`src/rtl/spi_slave_rx.sv`:
```
// SPI mode-0 receive-only slave with ready/valid word output, overrun and frame-error pulses.
// Optional MISO transmit path enabled by defining SPI_SLAVE_RX_MISO_EN.
module spi_slave_rx #(
    parameter int DATA_W      = 8,
    parameter int SYNC_STAGES = 2
) (
    input  logic              clk,
    input  logic              rst,
    input  logic              sclk,
    input  logic              cs_n,
    input  logic              mosi,
`ifdef SPI_SLAVE_RX_MISO_EN
    input  logic [DATA_W-1:0] tx_data,
    output logic              miso,
`endif
    output logic [DATA_W-1:0] rx_data,
    output logic              rx_valid,
    input  logic              rx_ready,
    output logic              overrun,
    output logic              frame_err
);

    localparam int CNT_W = $clog2(DATA_W);

    typedef enum logic [0:0] {
        IDLE   = 1'b0,
        ACTIVE = 1'b1
    } state_t;

    logic [SYNC_STAGES-1:0] sclk_sync_r;
    logic [SYNC_STAGES-1:0] cs_sync_r;
    logic [SYNC_STAGES-1:0] mosi_sync_r;
    logic                   sclk_prev_r;
    logic [1:0]             settle_r;
    logic                   armed_r;

    state_t                 state_r;
    state_t                 state_next_s;
    logic [CNT_W-1:0]       cnt_r;
    logic [CNT_W-1:0]       cnt_next_s;
    logic [DATA_W-1:0]      shift_r;
    logic [DATA_W-1:0]      shift_next_s;
    logic [DATA_W-1:0]      rx_data_r;
    logic [DATA_W-1:0]      rx_data_next_s;
    logic                   rx_valid_r;
    logic                   rx_valid_next_s;
    logic                   overrun_r;
    logic                   overrun_next_s;
    logic                   frame_err_r;
    logic                   frame_err_next_s;

    logic                   sclk_s;
    logic                   cs_s;
    logic                   mosi_s;
    logic                   re_s;
    logic                   fe_s;
    logic                   settled_s;
    logic                   enter_s;
    logic                   leave_s;
    logic                   shift_en_s;
    logic                   last_bit_s;
    logic                   commit_s;
    logic                   handshake_s;
    logic [DATA_W-1:0]      word_s;

    assign sclk_s      = sclk_sync_r[SYNC_STAGES-1];
    assign cs_s        = cs_sync_r[SYNC_STAGES-1];
    assign mosi_s      = mosi_sync_r[SYNC_STAGES-1];
    assign re_s        = sclk_s & ~sclk_prev_r;
    assign fe_s        = ~sclk_s & sclk_prev_r;
    assign settled_s   = (settle_r == 2'(SYNC_STAGES));
    assign enter_s     = (state_r == IDLE) && (state_next_s == ACTIVE);
    assign leave_s     = (state_r == ACTIVE) && (state_next_s == IDLE);
    assign shift_en_s  = (state_r == ACTIVE) && !cs_s && re_s;
    assign last_bit_s  = (cnt_r == CNT_W'(DATA_W - 1));
    assign commit_s    = shift_en_s && last_bit_s;
    assign handshake_s = rx_valid_r && rx_ready;
    assign word_s      = {shift_r[DATA_W-2:0], mosi_s};

    assign rx_data     = rx_data_r;
    assign rx_valid    = rx_valid_r;
    assign overrun     = overrun_r;
    assign frame_err   = frame_err_r;

    // Input synchronizers and sclk edge history.
    always_ff @(posedge clk) begin
        if (rst) begin
            sclk_sync_r <= {SYNC_STAGES{1'b0}};
            cs_sync_r   <= {SYNC_STAGES{1'b1}};
            mosi_sync_r <= {SYNC_STAGES{1'b0}};
            sclk_prev_r <= 1'b0;
        end else begin
            sclk_sync_r <= {sclk_sync_r[SYNC_STAGES-2:0], sclk};
            cs_sync_r   <= {cs_sync_r[SYNC_STAGES-2:0], cs_n};
            mosi_sync_r <= {mosi_sync_r[SYNC_STAGES-2:0], mosi};
            sclk_prev_r <= sclk_s;
        end
    end

    // After reset, wait for the synchronizer to hold a real cs_n sample and then for
    // cs_n high, so a frame already in progress at reset release is never picked up.
    always_ff @(posedge clk) begin
        if (rst) begin
            settle_r <= 2'd0;
            armed_r  <= 1'b0;
        end else begin
            if (!settled_s) begin
                settle_r <= settle_r + 2'd1;
            end else begin
                settle_r <= settle_r;
            end
            armed_r <= armed_r | (settled_s & cs_s);
        end
    end

    // FSM next state.
    always_comb begin
        state_next_s = state_r;
        case (state_r)
            IDLE: begin
                if (!cs_s && armed_r) begin
                    state_next_s = ACTIVE;
                end else begin
                    state_next_s = IDLE;
                end
            end
            ACTIVE: begin
                if (cs_s) begin
                    state_next_s = IDLE;
                end else begin
                    state_next_s = ACTIVE;
                end
            end
            default: state_next_s = IDLE;
        endcase
    end

    // Bit counter, shift register and output word handling.
    always_comb begin
        cnt_next_s       = cnt_r;
        shift_next_s     = shift_r;
        rx_data_next_s   = rx_data_r;
        rx_valid_next_s  = rx_valid_r;
        overrun_next_s   = 1'b0;
        frame_err_next_s = leave_s && (cnt_r != {CNT_W{1'b0}});

        if (enter_s || leave_s) begin
            cnt_next_s   = {CNT_W{1'b0}};
            shift_next_s = {DATA_W{1'b0}};
        end else if (shift_en_s) begin
            shift_next_s = word_s;
            if (last_bit_s) begin
                cnt_next_s = {CNT_W{1'b0}};
            end else begin
                cnt_next_s = cnt_r + CNT_W'(1);
            end
        end else begin
            cnt_next_s   = cnt_r;
            shift_next_s = shift_r;
        end

        // A commit that coincides with a handshake replaces the word instead of dropping it.
        if (commit_s) begin
            if (rx_valid_r && !rx_ready) begin
                overrun_next_s = 1'b1;
            end else begin
                rx_data_next_s  = word_s;
                rx_valid_next_s = 1'b1;
            end
        end else if (handshake_s) begin
            rx_valid_next_s = 1'b0;
        end else begin
            rx_valid_next_s = rx_valid_r;
        end
    end

    // Receive state registers.
    always_ff @(posedge clk) begin
        if (rst) begin
            state_r     <= IDLE;
            cnt_r       <= {CNT_W{1'b0}};
            shift_r     <= {DATA_W{1'b0}};
            rx_data_r   <= {DATA_W{1'b0}};
            rx_valid_r  <= 1'b0;
            overrun_r   <= 1'b0;
            frame_err_r <= 1'b0;
        end else begin
            state_r     <= state_next_s;
            cnt_r       <= cnt_next_s;
            shift_r     <= shift_next_s;
            rx_data_r   <= rx_data_next_s;
            rx_valid_r  <= rx_valid_next_s;
            overrun_r   <= overrun_next_s;
            frame_err_r <= frame_err_next_s;
        end
    end

`ifdef SPI_SLAVE_RX_MISO_EN
    logic [DATA_W-1:0] tx_r;
    logic [DATA_W-1:0] tx_next_s;
    logic              skip_fe_r;
    logic              skip_fe_next_s;
    logic              miso_r;
    logic              miso_next_s;

    assign miso = miso_r;

    // Transmit shifter. The reload at a commit happens on the last rising edge, so the
    // falling edge right after it must not shift or the new word would lose its MSB.
    always_comb begin
        tx_next_s      = tx_r;
        skip_fe_next_s = skip_fe_r;
        if (enter_s) begin
            tx_next_s      = tx_data;
            skip_fe_next_s = 1'b0;
        end else if (commit_s) begin
            tx_next_s      = tx_data;
            skip_fe_next_s = 1'b1;
        end else if ((state_r == ACTIVE) && !cs_s && fe_s) begin
            if (skip_fe_r) begin
                skip_fe_next_s = 1'b0;
            end else begin
                tx_next_s = {tx_r[DATA_W-2:0], 1'b0};
            end
        end else begin
            tx_next_s = tx_r;
        end
        if (state_next_s == ACTIVE) begin
            miso_next_s = tx_next_s[DATA_W-1];
        end else begin
            miso_next_s = 1'b0;
        end
    end

    // Transmit registers.
    always_ff @(posedge clk) begin
        if (rst) begin
            tx_r      <= {DATA_W{1'b0}};
            skip_fe_r <= 1'b0;
            miso_r    <= 1'b0;
        end else begin
            tx_r      <= tx_next_s;
            skip_fe_r <= skip_fe_next_s;
            miso_r    <= miso_next_s;
        end
    end
`endif

endmodule

```
`config.mk`:
```
export PLATFORM = sky130hd
export DESIGN_NAME = spi_slave_rx
export DESIGN_NICKNAME = d
export VERILOG_FILES = /design/src/rtl/spi_slave_rx.sv
export SDC_FILE = /design/constraint.sdc
export NUM_CORES = 1
export LEC_CHECK = 0
export ABC_AREA = 1
export CAP_MARGIN = 20
export CORE_ASPECT_RATIO = 0.6
export CORE_MARGIN = 5
export CORE_UTILIZATION = 45
export DETAILED_ROUTE_END_ITERATION = 10
export DONT_BUFFER_PORTS = 1
export PLACE_DENSITY_LB_ADDON = 0.3
export SLEW_MARGIN = 20
export SYNTH_ARGS = -nofsm -noshare
export SYNTH_HDL_FRONTEND = slang
export SYNTH_SLANG_ARGS = --single-unit
```
`constraint.sdc`:
```
create_clock -name clk -period 1.4 [get_ports clk]
set_clock_uncertainty 0.1 [all_clocks]
set_input_delay 0.14 -clock clk [delete_from_list [all_inputs] [get_ports clk]]
set_output_delay 0.14 -clock clk [all_outputs]
set_load 0.05 [all_outputs]
```
=== Yosys cells after proc, flatten, opt, wreduce, memory -nomap -nowiden ===
Cells that the tools add are included.
W data, S select, Z words.

* Equal/unequal tests: 3
* Multiplexer cells: 8
* Reductions and logical operators: 18
* $add $sub $neg: 2
* Bitwise logic cells: 8

{| class="wikitable"
|+ Operator list
! kind !! count
|-
| $logic_and A1 B1 Y1 || 9
|-
| $mux W1 || 6
|-
| $not A1 Y1 || 5
|-
| $reduce_and A2 Y1 || 2
|-
| $reduce_or A2 Y1 || 2
|-
| $add A3 B1 Y3 const B || 1
|-
| $eq A3 B3 Y1 const B || 1
|-
| $mux W3 || 1
|-
| $reduce_bool A3 Y1 || 1
|-
| $add A2 B1 Y2 const B || 1
|-
| $and A1 B1 Y1 || 2
|-
| $eq A2 B2 Y1 const B || 1
|-
| $logic_not A1 Y1 || 2
|-
| $ne A2 B2 Y1 const B || 1
|-
| $pmux W1 S2 || 1
|-
| $reduce_bool A2 Y1 || 1
|-
| $logic_or A1 B1 Y1 || 1
|-
| $or A1 B1 Y1 || 1
|}

* Logic and storage cells: 52
* Output and inout bits: 11
* Register bits: 32

=== Depth between registers and ports, before layout ===
* Depth in word-level cells: 8
* Depth in mapped cells: 7
* Depth with buffers taken out: 6

=== Worst setup path after synthesis ===
Ideal clock, no wire load.

* Kind: reg2reg
* Start: register cnt_r[0]
* End: register rx_data_r[0], in the netlist rx_data[0]
* Stages on the path, launching flop included: 8
* Data arrival time: 1.177 ns
* Period minus slack after synthesis: 1.342 ns
* Path slack: 0.058 ns
* Required time: 1.236 ns
* Library setup time: 0.064 ns
* Buffers on the path: 1
* Path through: dfxtp_1 -> ha_1 -> ha_1 -> buf_12 -> nand3_2 -> nor2_4 -> nor2_1 -> nor2_1

* Word-level cells in the longest chain between the ends: 3

{| class="wikitable"
|+ Ends and longest elaborated chain
! item !! RTL line !! text
|-
| start, declared || 39 || <nowiki>logic [CNT_W-1:0] cnt_r;</nowiki>
|-
| start signal, assigned || 181 || <nowiki>cnt_r <= {CNT_W{1'b0}};</nowiki>
|-
| start signal, assigned || 189 || <nowiki>cnt_r <= cnt_next_s;</nowiki>
|-
| $eq A3 B3 Y1 || 75 || <nowiki>assign last_bit_s = (cnt_r == CNT_W'(DATA_W - 1));</nowiki>
|-
| $logic_and A1 B1 Y1 || 76 || <nowiki>assign commit_s = shift_en_s && last_bit_s;</nowiki>
|-
| $reduce_and A2 Y1 (no source line) || -- ||
|-
| end signal, assigned || 183 || <nowiki>rx_data_r <= {DATA_W{1'b0}};</nowiki>
|-
| end signal, assigned || 191 || <nowiki>rx_data_r <= rx_data_next_s;</nowiki>
|-
| end, declared || 43 || <nowiki>logic [DATA_W-1:0] rx_data_r;</nowiki>
|}

No other way between the ends.
A chain may end at the register's enable or synchronous reset.

=== Worst setup path in the final report ===
* Start: register cnt_r[1]
* End: register cnt_r[0]

* Word-level cells in the longest chain between the ends: 2

{| class="wikitable"
|+ Ends and longest elaborated chain
! item !! RTL line !! text
|-
| $eq A3 B3 Y1 || 75 ||
|-
| $mux W3 || 152 || <nowiki>if (last_bit_s) begin</nowiki>
|}

No other way between the ends.

==> summary.md <==
| Metric | Value |
|---|---|
| Outcome | finished clean |
| Pin count of the biggest net entering global routing | 15 |
| CTS tree | built |
| Most frequent cells in the layout | nor2_1, dfxtp_1, inv_1 |
| Starting Density | 0.461 |
| Post-synthesis sequential area ratio | 0.493 |
| Initial DRC count | 98 |
| Die H | 51.6 µm |
| Startpoint Class | flop |
| Critical-path maximum fanout | 9 |
| #FFs+latches synth | 32 |
| Die area | 4100 µm² |
| DRC violations left | 0 |
| Max-slew violation count | 0 |
| Final hold slack | 0.0755 ns |
| Syn Inst Count | 158 |
| Buffers on Ports | 0 |
| Clock Tree Buf Depth | 2 |
| Post-route cell area | 1620 µm² |
| Drt pass-1 iters | 4 |
| CP max-delay cell | dfxtp_2 |
| Antenna cell count | 0 |
| WS Path Type | flop to flop |
| Total Nets Final | 192 |
| Top cell type's share of synthesized area | 0.493 |
| Yosys warns | 0 |
| Cell taking the most area after synthesis | dfxtp_1 |
| Fraction of layout cells with a size suffix above 1 | 0.230 |
| Max incr delay on CP | 0.35 ns |
| RSZ-0062 raised after global routing | false |
| Lkg Pwr | 0.736 nW |
| Final setup vio count | 0 |
| Routed wire length | 2500 µm |
| Clk sink count | 32 |
| I/O pin cnt | 17 |
| H-tree levels | 2 |
| Commonest non-fill, non-tap cell in the layout | nor2_1 |
| Vias/cell | 4.78 |
| Synth Net Count | 168 |
| Actual slew at the worst max-slew pin | 0.488 ns |
| Worst-path cell chain | ha_4, ha_4, buf_4, o21ai_1, nand2_1, a21oi_2 |
| Vias in the first global route | 956 |
| Wire length per cell | 11.5 µm |
| Crit path time final | 1.30 ns |
| Grt total ovfl | 0 |
| Largest cells by area after synthesis | dfxtp_1, nor2_1, inv_1, ha_1, nand4_1 |
| Max-capacitance violation count | 0 |
| DP Area | 1380 µm² |
| Critical path's most frequent cell | ha_4 |
| WP data arrival | 1.43 ns |
| VDD IR max | 553 µV |
| Pwr Density | 1280 nW/µm² |
| CTS root buf | clkbuf_8 |
| First-pass GRT wire length | 4220 µm |
| Worst hold path class | input pin to flop |
| Layout overhead on the synthesized area | 24.8% |
| Syn_area_per_cell | 8.22 µm² |
| Dpl hpwl | 1680 µm |
| Crit path capture type | flop |
| CTS Buf Count | 5 |
| Final Hold Fails | 0 |
| Gpl congestion | 0.773 |
| Slew headroom | 0.674 |
| Die extent in x | 79.4 µm |
| Clock-pin slew on the worst setup and hold paths | 0.07 ns |
| Achievable Freq | 768 MHz |
| Core region area | 2820 µm² |
| Tcrit/Tclk final | 0.931 |
| Yosys cell types | 24 |
| Final core utilization | 0.576 |
| Syn Std Cell Area | 1300 µm² |
| CP Buf/Inv Count | 1 |
| Worst path required time | 1.52 ns |
| Antenna violations before repair | 0 |
| Worst-Skew Late Latency | 0.29 ns |
| Vias | 1038 |
| Total negative slack | 0 ns |
| Total GRT Usage | 0.140 |
| Cell family with most CP delay | flip-flops |
| Row count | 15 |
| Antenna Nets Post-Route | 0 |
## synth_stat cells
cell,count
nand2_2,2
a21oi_4,1
a211oi_1,2
a21oi_1,5
or2_2,2
buf_8,1
nand4_1,8
nand2_1,13
nor2_2,1
inv_2,3
nor2_8,1
buf_6,1
o21ai_0,2
buf_12,1
nor2_4,1
nor2_1,41
clkbuf_8,1
nand3_2,1
nor3_1,1
dfxtp_1,32
clkbuf_1,1
o21ai_1,10
inv_1,23
ha_1,4
## sequential cells by signal (all words and copies together) (netlist names), 2 cells and up
| register | flops |
|---|---|
| cs_sync_r | 2 |
| cnt_r | 3 |
| mosi_sync_r | 2 |
| shift_r | 7 |
| settle_r | 2 |
| rx_data | 8 |
| sclk_sync_r | 2 |
## cell type report
class	count	area, µm²
multi-input combinational	95	533
clock buffer	7	96.3
clock inverter	1	30.0
fill	246	1190
tap	34	42.5
sequential	32	643
timing repair buffer	22	178
inverter	26	97.6
## metrics by stage
step | power, mW | instances | setup WS, ns
final | 2.07 | 217 | 0.0971
after global routing | 2.16 | 217 | 0.000429
after floorplan | 1.08 | 158 | 0.0583
after CTS | 2.09 | 213 | 0.0110
after detailed placement | 1.10 | 200 | 0.0610
after global placement | 1.09 | 200 | 0.0878
## path summary, 6_finish.rpt
kind,startpoint,endpoint,slack (ns),cells after the start
max,cnt_r[1]$_SDFFE_PP0P_,cnt_r[0]$_SDFFE_PP0P_,0.1,6
max reg2reg,cnt_r[1]$_SDFFE_PP0P_,cnt_r[0]$_SDFFE_PP0P_,0.1,6
min reg2reg,sclk_sync_r[0]$_SDFF_PP0_,sclk_sync_r[1]$_SDFF_PP0_,0.30,2
min,rst,rx_data[2]$_SDFFE_PP0P_,0.08,4
## routing by layer
metal / part of all wire / global-route usage / vias up
met4: 0.032 / 0.0857 / 0
met1: 0.49 / 0.163 / 469
met2: 0.43 / 0.218 / 19
met3: 0.038 / 0.0571 / 10
met5: 0 / 0 / -
li1: - / - / 540
## cells by family after synthesis
group | share of synthesized area
fa+ha+maj | 0.0385
flops | 0.493
simple gates | 0.254
buf+inv | 0.124
compound gates | 0.0896
## where the power goes
part	leakage (nW)	internal, mW	switching [mW]
Combinational	0.410	0.0517	0.0761
Sequential	0.261	0.950	0.0184
Clock	0.0645	0.628	0.348
## tightest hold or removal path, cell delays in order
cell     delay, ns
inv_1         0.03
buf_4         0.16
nand2_1       0.07
nor2_1        0.03
## timing repair
action | in CTS | in global routing
hold buffers | 5 | 0
setup buffers | 0 | 4
setup endpoints to repair | 1 | 13
endpoints found under the hold margin | 12 | 0
gates resized for setup | 4 | 4
pin swaps | 1 | 3
(Power assumes the default switching activity.)
